<file path="config.mk">
export PLATFORM = sky130hd
export DESIGN_NAME = clk_rst_sequencer_flat
export DESIGN_NICKNAME = d
export VERILOG_FILES = /design/src/rtl/clk_rst_sequencer_pkg.sv /design/src/rtl/clk_rst_sequencer_if.sv /design/src/rtl/clk_div_ch.sv /design/src/rtl/clk_rst_sequencer.sv /design/src/flat_wrapper.sv
export SDC_FILE = /design/constraint.sdc
export NUM_CORES = 1
export LEC_CHECK = 0
export BUFFER_PORTS_ARGS = -buffer_cell sky130_fd_sc_hd__buf_4
export CORE_UTILIZATION = 55
export DETAILED_ROUTE_END_ITERATION = 8
export HOLD_SLACK_MARGIN = 0.1
export PLACE_DENSITY = 0.76
export RECOVER_POWER = 50
export SLEW_MARGIN = 20
export SYNTH_ARGS = -nofsm -noshare
export SYNTH_HDL_FRONTEND = slang
export SYNTH_SLANG_ARGS = --single-unit
</file>
<file path="constraint.sdc">
create_clock -name clk_in -period 2.9 [get_ports clk_in]
set_input_delay 0.145 -clock clk_in [delete_from_list [all_inputs] [get_ports clk_in]]
set_output_delay 0.145 -clock clk_in [all_outputs]
set_load 0.005 [all_outputs]
</file>
<file path="src/rtl/clk_rst_sequencer_pkg.sv">
// Shared types and defaults for the clock/reset sequencer: reset FSM encoding,
// default timing constants and the sequencer counter width helper.
package clk_rst_sequencer_pkg;

  localparam int DEFAULT_HALF_C = 1;
  localparam int RST_CYCLES_C   = 100;
  localparam int STAGE_GAP_C    = 16;

  typedef enum logic [1:0] {
    ST_HOLD    = 2'd0,
    ST_SYS_REL = 2'd1,
    ST_STAGE   = 2'd2,
    ST_LOCKED  = 2'd3
  } seq_state_t;

  // Counter must reach the final release edge; never narrower than one bit.
  function automatic int seq_cnt_width(input int rst_cycles, input int num_ch,
                                       input int stage_gap);
    int w;
    w = $clog2(rst_cycles + num_ch * stage_gap + 1);
    return (w < 1) ? 1 : w;
  endfunction

endpackage

</file>
<file path="src/rtl/clk_rst_sequencer_if.sv">
// Control/status bundle of the clock/reset sequencer: ratio programming in,
// divided clocks, enables and staged resets out.
interface clk_rst_sequencer_if #(
  parameter int NUM_CH = 2,
  parameter int DIV_W  = 8
);
  logic [NUM_CH*DIV_W-1:0] div_ratio;
  logic                    div_load;
  logic [NUM_CH-1:0]       clk_out;
  logic [NUM_CH-1:0]       clk_en;
  logic                    rst_out_n;
  logic [NUM_CH-1:0]       ch_rst_n;
  logic                    locked;

  modport master (
    output div_ratio, div_load,
    input  clk_out, clk_en, rst_out_n, ch_rst_n, locked
  );

  modport slave (
    input  div_ratio, div_load,
    output clk_out, clk_en, rst_out_n, ch_rst_n, locked
  );
endinterface

</file>
<file path="src/rtl/clk_div_ch.sv">
// One divided-clock channel: half-period counter, toggle flop, rising-edge enable
// strobe, and a shadow/active ratio pair that only swaps at the end of a high phase.
module clk_div_ch #(
  parameter int DIV_W        = 8,
  parameter int DEFAULT_HALF = 1
) (
  input  logic             clk,
  input  logic             rst_n,
  input  logic             run,
  input  logic [DIV_W-1:0] div_ratio,
  input  logic             div_load,
  output logic             clk_out,
  output logic             clk_en
);

  logic [DIV_W-1:0] shadow_q;
  logic [DIV_W-1:0] active_q;
  logic [DIV_W-1:0] cnt_q;
  logic [DIV_W-1:0] half_m1;
  logic             at_tc;

  // NOTE: every always_comb output gets a value on every path, so no latch is inferred.
  always_comb begin
    half_m1 = '0;
    if (active_q != '0) half_m1 = active_q - DIV_W'(1);
    at_tc = (cnt_q == half_m1);
  end

  // NOTE: sequential state uses non-blocking assignments so all flops update together.
  // NOTE: the ratio registers are plain flops, so they take the default on reset.
  always_ff @(posedge clk or negedge rst_n) begin
    if (!rst_n) begin
      shadow_q <= DIV_W'(DEFAULT_HALF);
      active_q <= DIV_W'(DEFAULT_HALF);
      cnt_q    <= '0;
      clk_out  <= 1'b0;
      clk_en   <= 1'b0;
    end else begin
      if (div_load) shadow_q <= div_ratio;

      if (!run) begin
        cnt_q   <= '0;
        clk_out <= 1'b0;
        clk_en  <= 1'b0;
      end else if (at_tc) begin
        cnt_q   <= '0;
        clk_out <= ~clk_out;
        clk_en  <= ~clk_out;
        // Swap ratio only when falling, so every new period starts with a low phase.
        if (clk_out) active_q <= div_load ? div_ratio : shadow_q;
      end else begin
        cnt_q  <= cnt_q + DIV_W'(1);
        clk_en <= 1'b0;
      end
    end
  end

endmodule

</file>
<file path="src/rtl/clk_rst_sequencer.sv">
// Clock/reset sequencer: stretched system reset, staged per-channel reset release,
// and NUM_CH glitch-free programmable clock dividers.
module clk_rst_sequencer
  import clk_rst_sequencer_pkg::*;
#(
  parameter int NUM_CH       = 2,
  parameter int DIV_W        = 8,
  parameter int DEFAULT_HALF = DEFAULT_HALF_C,
  parameter int RST_CYCLES   = RST_CYCLES_C,
  parameter int STAGE_GAP    = STAGE_GAP_C
) (
  input logic                 clk_in,
  input logic                 rst_in,
  clk_rst_sequencer_if.slave  bus
);

  localparam int CNT_W = seq_cnt_width(RST_CYCLES, NUM_CH, STAGE_GAP);

  seq_state_t        state_q;
  logic [CNT_W-1:0]  cnt_q;
  logic [CNT_W-1:0]  cnt_next;
  logic              sys_rel;
  logic              all_rel;
  logic [NUM_CH-1:0] ch_rel;
  logic              rst_out_n_q;
  logic              locked_q;
  logic [NUM_CH-1:0] ch_rst_n_q;
  logic [NUM_CH-1:0] clk_out_w;
  logic [NUM_CH-1:0] clk_en_w;

  // Release decisions look at the count this edge will reach, so each output
  // is registered exactly on its target edge.
  always_comb begin
    cnt_next = cnt_q + CNT_W'(1);
    sys_rel  = (cnt_next >= CNT_W'(RST_CYCLES));
    ch_rel   = '0;
    for (int i = 0; i < NUM_CH; i++) begin
      ch_rel[i] = (cnt_next >= CNT_W'(RST_CYCLES + (i + 1) * STAGE_GAP));
    end
    all_rel = ch_rel[NUM_CH-1];
  end

  always_ff @(posedge clk_in or negedge rst_in) begin
    if (!rst_in) begin
      state_q     <= ST_HOLD;
      cnt_q       <= '0;
      rst_out_n_q <= 1'b0;
      ch_rst_n_q  <= '0;
      locked_q    <= 1'b0;
    end else if (state_q != ST_LOCKED) begin
      cnt_q       <= cnt_next;
      rst_out_n_q <= sys_rel;
      ch_rst_n_q  <= ch_rel;
      locked_q    <= all_rel;
      unique case (state_q)
        ST_HOLD:
          if (sys_rel) state_q <= all_rel ? ST_LOCKED : (ch_rel[0] ? ST_STAGE : ST_SYS_REL);
        ST_SYS_REL:
          if (ch_rel[0]) state_q <= all_rel ? ST_LOCKED : ST_STAGE;
        ST_STAGE:
          if (all_rel) state_q <= ST_LOCKED;
        default: ;
      endcase
    end
  end

  for (genvar i = 0; i < NUM_CH; i++) begin : g_ch
    clk_div_ch #(
      .DIV_W        (DIV_W),
      .DEFAULT_HALF (DEFAULT_HALF)
    ) u_ch (
      .clk       (clk_in),
      .rst_n     (rst_in),
      .run       (ch_rst_n_q[i]),
      .div_ratio (bus.div_ratio[i*DIV_W +: DIV_W]),
      .div_load  (bus.div_load),
      .clk_out   (clk_out_w[i]),
      .clk_en    (clk_en_w[i])
    );
  end

  assign bus.clk_out   = clk_out_w;
  assign bus.clk_en    = clk_en_w;
  assign bus.rst_out_n = rst_out_n_q;
  assign bus.ch_rst_n  = ch_rst_n_q;
  assign bus.locked    = locked_q;

endmodule

</file>
<file path="src/flat_wrapper.sv">
// flat-port wrapper written by rule: the top's interface ports become plain ports
module clk_rst_sequencer_flat import clk_rst_sequencer_pkg::*;
#(
  parameter int NUM_CH       = 2,
  parameter int DIV_W        = 8,
  parameter int DEFAULT_HALF = DEFAULT_HALF_C,
  parameter int RST_CYCLES   = RST_CYCLES_C,
  parameter int STAGE_GAP    = STAGE_GAP_C
)
  (clk_in, rst_in, bus_div_ratio, bus_div_load, bus_clk_out, bus_clk_en, bus_rst_out_n, bus_ch_rst_n, bus_locked);
  clk_rst_sequencer_if #(.NUM_CH(NUM_CH), .DIV_W(DIV_W)) bus_i ();
  input logic clk_in;
  input logic rst_in;
  input wire logic [$bits(bus_i.div_ratio)-1:0] bus_div_ratio;
  input wire logic [$bits(bus_i.div_load)-1:0] bus_div_load;
  output wire logic [$bits(bus_i.clk_out)-1:0] bus_clk_out;
  output wire logic [$bits(bus_i.clk_en)-1:0] bus_clk_en;
  output wire logic [$bits(bus_i.rst_out_n)-1:0] bus_rst_out_n;
  output wire logic [$bits(bus_i.ch_rst_n)-1:0] bus_ch_rst_n;
  output wire logic [$bits(bus_i.locked)-1:0] bus_locked;
  assign bus_i.div_ratio = bus_div_ratio;
  assign bus_i.div_load = bus_div_load;
  assign bus_clk_out = bus_i.clk_out;
  assign bus_clk_en = bus_i.clk_en;
  assign bus_rst_out_n = bus_i.rst_out_n;
  assign bus_ch_rst_n = bus_i.ch_rst_n;
  assign bus_locked = bus_i.locked;
  clk_rst_sequencer #(.NUM_CH(NUM_CH), .DIV_W(DIV_W), .DEFAULT_HALF(DEFAULT_HALF), .RST_CYCLES(RST_CYCLES), .STAGE_GAP(STAGE_GAP)) u_core (.clk_in(clk_in), .rst_in(rst_in), .bus(bus_i));
endmodule
</file>
Word-level counts from Yosys, hierarchy flattened

Index checks and enable logic that the tools add are counted.

Output and inout port bits: 8
Bits of input ports: 19
Flip-flop bits (word level): 66

Reduce and logical (&&, ||, !) cells: 7
$lt $le $gt $ge: 3
Muxes and demuxes: 23
Equal/unequal tests: 10
$add $sub $neg: 5
Bitwise gates (word level): 2

Operators by type and width:

| cell                  | count |
|---|---|
| $mux W8               | 8 |
| $add A8 B1 Y8 const B | 3 |
| $eq A8 B8 Y1          | 2 |
| $ge A8 B7 Y1 const B  | 2 |
| $reduce_bool A8 Y1    | 2 |
| $sub A8 B1 Y8 const B | 2 |
| $mux W2               | 5 |
| $mux W1               | 9 |
| $ge A8 B8 Y1 const B  | 1 |
| $ne A2 B1 Y1 const B  | 3 |
| $ne A2 B2 Y1 const B  | 3 |
| $pmux W2 S3           | 1 |
| $reduce_and A3 Y1     | 2 |
| $reduce_and A5 Y1     | 1 |
| $reduce_bool A3 Y1    | 1 |
| $eq A2 B1 Y1 const B  | 1 |
| $eq A2 B2 Y1 const B  | 1 |
| $logic_not A2 Y1      | 1 |
| $not A1 Y1            | 2 |

Logic depth before layout (Yosys ltp)

Word-level depth: 6
Mapped depth: 9
Depth with buffers taken out: 8

Modules after synthesis

Synthesis repeated with hierarchy kept, for this count alone.

Cell total of the unflattened synthesis: 346
Area, all modules: 3789.9 um2

Modules (own cells, without submodules):

| module            | cells an instance | instances | area each (um2) |
|---|---|---|---|
| clk_div_ch        | 124               | 2         | 1403.8 |
| clk_rst_sequencer | 98                | 1         | 982.2 |

Worst setup path before layout

No wires, ideal clock.

Path type: reg-to-reg
Start point: register u_core.g_ch[0].u_ch.active_q[1]
End point: register u_core.g_ch[0].u_ch.active_q[1]
Stages on the path, launching flop included: 9
Setup slack: -332 ps
Setup time: 125 ps
Arrival time: 3107 ps
Path buffers: 0
Period minus slack after synthesis: 3232 ps
Cells stage by stage: dfrtp_1 > inv_1 > ha_1 > or4b_4 > or4b_1 > and3_1 > or4_4 > nor4_4 > mux2_2

Longest elaborated chain between the ends: 4
Elaborated cells on any way between the ends: 5

Ends and longest elaborated chain:

| what                                                       | RTL line         | text |
|---|---|---|
| from (decl)                                                | clk_div_ch.sv:17 | `logic [DIV_W-1:0] active_q;` |
| from (signal assigned)                                     | clk_div_ch.sv:34 | `active_q <= DIV_W'(DEFAULT_HALF);` |
| from (signal assigned)                                     | clk_div_ch.sv:50 | `if (clk_out) active_q <= div_load ? div_ratio : shadow_q;` |
| $sub A8 B1 Y8 / $reduce_bool A8 Y1 (equally long branches) | clk_div_ch.sv:25 | `if (active_q != '0) half_m1 = active_q - DIV_W'(1);` |
| $mux W8 *                                                  | clk_div_ch.sv:25 |  |
| $eq A8 B8 Y1 *                                             | clk_div_ch.sv:26 | `at_tc = (cnt_q == half_m1);` |
| $reduce_and A3 Y1 (no source line) *                       | n/a              |  |

Mark *: on every way between the ends. The rest lies on a longest branch, timed or not.
A chain may end at the register's enable or synchronous reset.

Final worst setup path

Start point: register u_core.g_ch[0].u_ch.active_q[1]
End point: register u_core.g_ch[0].u_ch.active_q[4]

Same word-level chain as after synthesis.

==> results by group <==
Global routing
  – GR Util All Layers: 26.5%
  – Initial antenna violation count: 0
  – Gr ovfl total: 0
  – Pin count of the biggest net entering global routing: 66
  – Number of global-route vias before repair: 3196
  – First-pass GRT wire length: 15300 um

Outcome
  – Failing checks: setup timing
  – Status: finished with violations

Routing
  – DRC: 0
  – First-pass detailed-route iteration total: 5
  – Antenna Violating Nets Remaining: 0
  – Wirelength per Cell: 17.0 um
  – Number of DRC markers in iteration 0: 288
  – Via Count: 3316
  – Vias/cell: 6.01
  – Detailed Route WL: 9390 um

Timing
  – Slew @ Worst Pin: 0.823 ns
  – Slew headroom: 45.2%
  – Slew Limit Fails: 0
  – Tcrit/Tclk final: 105%
  – Min Tclk post-route: 3.03 ns
  – Final Hold Vio Count: 0
  – Clock Skew: 0.0136 ns
  – Sum of negative setup slack: -0.931 ns
  – RSZ-0062 raised after global routing: true
  – Fmax achieved: 0.330 GHz
  – # setup viols final: 9
  – Final worst slack: -0.133 ns

Setup path
  – WS Path Type: flip-flop to flip-flop
  – CP cell instances: inv_2 -> ha_4 -> or4b_4 -> or4b_4 -> and3_1 -> or4_4 -> nor4_4 -> buf_6 -> mux2_2
  – R2R Setup Slk: -0.13 ns
  – Critical Path AT: 3.26 ns
  – Critical Path Sink Type: flip-flop
  – Reg2reg path depth: 9
  – Nature of the critical path startpoint: flip-flop
  – Critical R2R Capture: u_core.g_ch[0].u_ch.active_q[4]$_DFFE_PN0P_
  – CP max stage cell: or4b_4
  – WP depth: 9
  – Setup crit end: u_core.g_ch[0].u_ch.active_q[4]$_DFFE_PN0P_
  – Buf+Inv Stages, Crit Path: 2
  – Worst reg2reg path startpoint: u_core.g_ch[0].u_ch.active_q[1]$_DFFE_PN0P_
  – Worst Setup SP: u_core.g_ch[0].u_ch.active_q[1]$_DFFE_PN0P_
  – Critical path peak fanout: 8
  – Most frequent cell on the critical path: or4b_4
  – Worst EP required: 3.12 ns
  – CP peak stage delay: 0.50 ns
  – CP top delay family: simple AND/OR/NAND/NOR gates

Synthesis
  – Yosys top cell by area: dfrtp_1
  – Yosys Warn Count: 0
  – Share of flip-flops with an asynchronous set or reset: 100%
  – Post-Syn Area: 0.00399 mm^2
  – Post-Syn Instances: 400
  – Syn avg cell area: 9.97 um^2
  – Ys flop type: dfrtp_1
  – Synth top area cells: dfrtp_1, mux2_2, xnor2_1
  – Number of flops mapped to enable cells by yosys: 0
  – Synth top cells by count: dfrtp_1, mux2_2, nor2_1, xnor2_1, clkbuf_1
  – Seq/Total Area, Yosys: 40.9%
  – Syn nets: 430
  – Top-count cell post-synth: dfrtp_1
  – Synth top area share: 38.3%
  – Post-synthesis cell type count: 66
  – FF+latch count, synth: 65

Place
  – DP Area: 0.00435 mm^2
  – Dpl hpwl: 6110 um
  – Count of buffers from port buffering: 26
  – Routability cong.: 0.920
  – Setup WS pre-CTS: -0.162 ns

Clocking
  – Clk sinks: 65
  – Clock transition at the registers of the reported paths: 0.08 ns
  – TritonCTS clock tree: built
  – CTS HTree Levels: 3
  – Root Buffer: clkbuf_8
  – Clk_lat worst skew: 0.35 ns
  – Clock buffer depth: 2
  – Clock buffer count from CTS: 9

Finish
  – Cell area after layout: 0.00484 mm^2
  – Post-layout util: 70.0%
  – Layout Nets: 481
  – Layout cells sized above 1: 27.2%
  – Multi-input logic area: 0.00223 mm^2
  – Antenna cells: 0
  – Fill cells: 534
  – Sequential Area: 0.00163 mm^2
  – Area growth from synthesis to layout: 21.3%

Power and ir drop
  – Static Leak: 2.12 nW
  – VDD IR max: 0.254 mV
  – Pwr Density: 434 mW/mm^2
  – Final Power: 2.10 mW

Flow run
  – Total of max-cap violations: 0

Die
  – FP Rows: 30
  – Total core area: 0.00691 mm^2
  – Initial core utilization: 57.7%
  – IO Count: 27
  – Die area: 0.00759 mm^2
  – Die X: 87.1 um
  – Die height: 87.1 um

Min path
  – Worst Hold Class: input pin to flip-flop
==> cell families (layout without fill, tap and decap cells) <==
family,Yosys count,after routing,synth area share (%)
AOI/OAI and AO/OA,74,74,12.9
xor gates and xnor gates,31,31,6.81
adders and majority gates,11,11,3.45
buffers and inverters,41,97,4.77
DFF,65,65,40.9
muxes,36,36,10.1
and+or+nand+nor,142,142,21.1
==> placed cells by master (no fill, tap or decap), drive strengths merged, types with 12 or more instances in the layout <==
cell / instances
dlygate4sd3: 17
o21ai: 16
clkbuf: 12
nand3: 17
a21oi: 14
nor3: 12
buf: 49
inv: 12
and3: 16
nor2: 24
dfrtp: 61
nand2: 14
mux2: 33
xnor2: 23
==> where the power goes <==
part           switching [mW]  total [mW]  leakage (nW)  internal, mW
sequential             0.0185       0.955         0.840         0.936
combinational          0.0997       0.199          1.16        0.0990
clock                   0.376       0.947         0.115         0.571
total                   0.495        2.10          2.12          1.61
==> cell type report <==
| class | count | share of cell area [%] |
|---|---|---|
| inverters | 12 | 0.931 |
| flip-flops and latches | 65 | 33.7 |
| well taps | 96 | 2.48 |
| clock buffers | 9 | 2.56 |
| multi-input cells | 294 | 46.2 |
| clock inverters | 7 | 2.46 |
| repair buffers | 69 | 11.7 |
==> sequential cells by signal, indices dropped and copies added (netlist names) <==
name / cells
u_core.g_ch.u_ch.clk_out: 2
u_core.g_ch.u_ch.clk_en: 2
u_core.g_ch.u_ch.active_q: 16
u_core.g_ch.u_ch.shadow_q: 16
u_core.bus.ch_rst_n: 2
u_core.state_q: 2
u_core.g_ch.u_ch.cnt_q: 16
u_core.cnt_q: 8
u_core.bus.rst_out_n: 1
==> how the worst min path moves through the flow <==
| stage | cells past startpoint | slack, ns | startpoint | endpoint |
|---|---|---|---|---|
| after global routing | 2 | 0.26 | bus_div_load | u_core.g_ch[1].u_ch.shadow_q[3]$_DFF_PN0_ |
| final | 2 | 0.25 | bus_div_load | u_core.g_ch[1].u_ch.shadow_q[6]$_DFF_PN0_ |
| after global placement | 1 | 0.29 | rst_in | u_core.g_ch[1].u_ch.shadow_q[2]$_DFF_PN0_ |
| after CTS | 2 | 0.24 | bus_div_load | u_core.g_ch[1].u_ch.shadow_q[3]$_DFF_PN0_ |
| after floorplan | 0 | -0.15 | rst_in | u_core.bus.ch_rst_n[0]$_DFFE_PN0P_ |
| after detailed placement | 1 | 0.30 | rst_in | u_core.g_ch[1].u_ch.shadow_q[2]$_DFF_PN0_ |
==> routing by layer <==
layer  global-route usage (%)  vias to the layer above  part of all wire (%)
met2                     43.2                      116                    47
met1                     35.0                     1606                    45
met4                     8.64                        0                   1.8
met5                        0                        -                     0
li1                         -                     1577                     -
met3                     5.97                       17                   6.3
==> what timing repair did <==
action | in CTS | in global routing
pin swaps | 1 | 1
buffers inserted | 2 | 2
hold buffers | 17 | 0
hold endpoints to repair | 77 | 0
gates cloned | 0 | 0
resized for setup | 4 | 7
endpoints found under the setup margin | 11 | 25
==> stage by stage <==
| stage | cells | hold slack (ns) |
|---|---|---|
| floorplan | 400 | -0.151 |
| global placement | 515 | 0.286 |
| detailed placement | 515 | 0.298 |
| CTS | 550 | 0.239 |
| global route | 552 | 0.255 |
| finish | 552 | 0.250 |
==> worst register-to-register path, delay by kind of cell (launching register included) <==
family / cells / cell delay, ns
DFF: 1 / 0.42
adders and majority gates: 1 / 0.13
and+or+nand+nor: 5 / 1.76
buffers and inverters: 2 / 0.27
muxes: 1 / 0.34
Power figures use the tool's default switching activity.
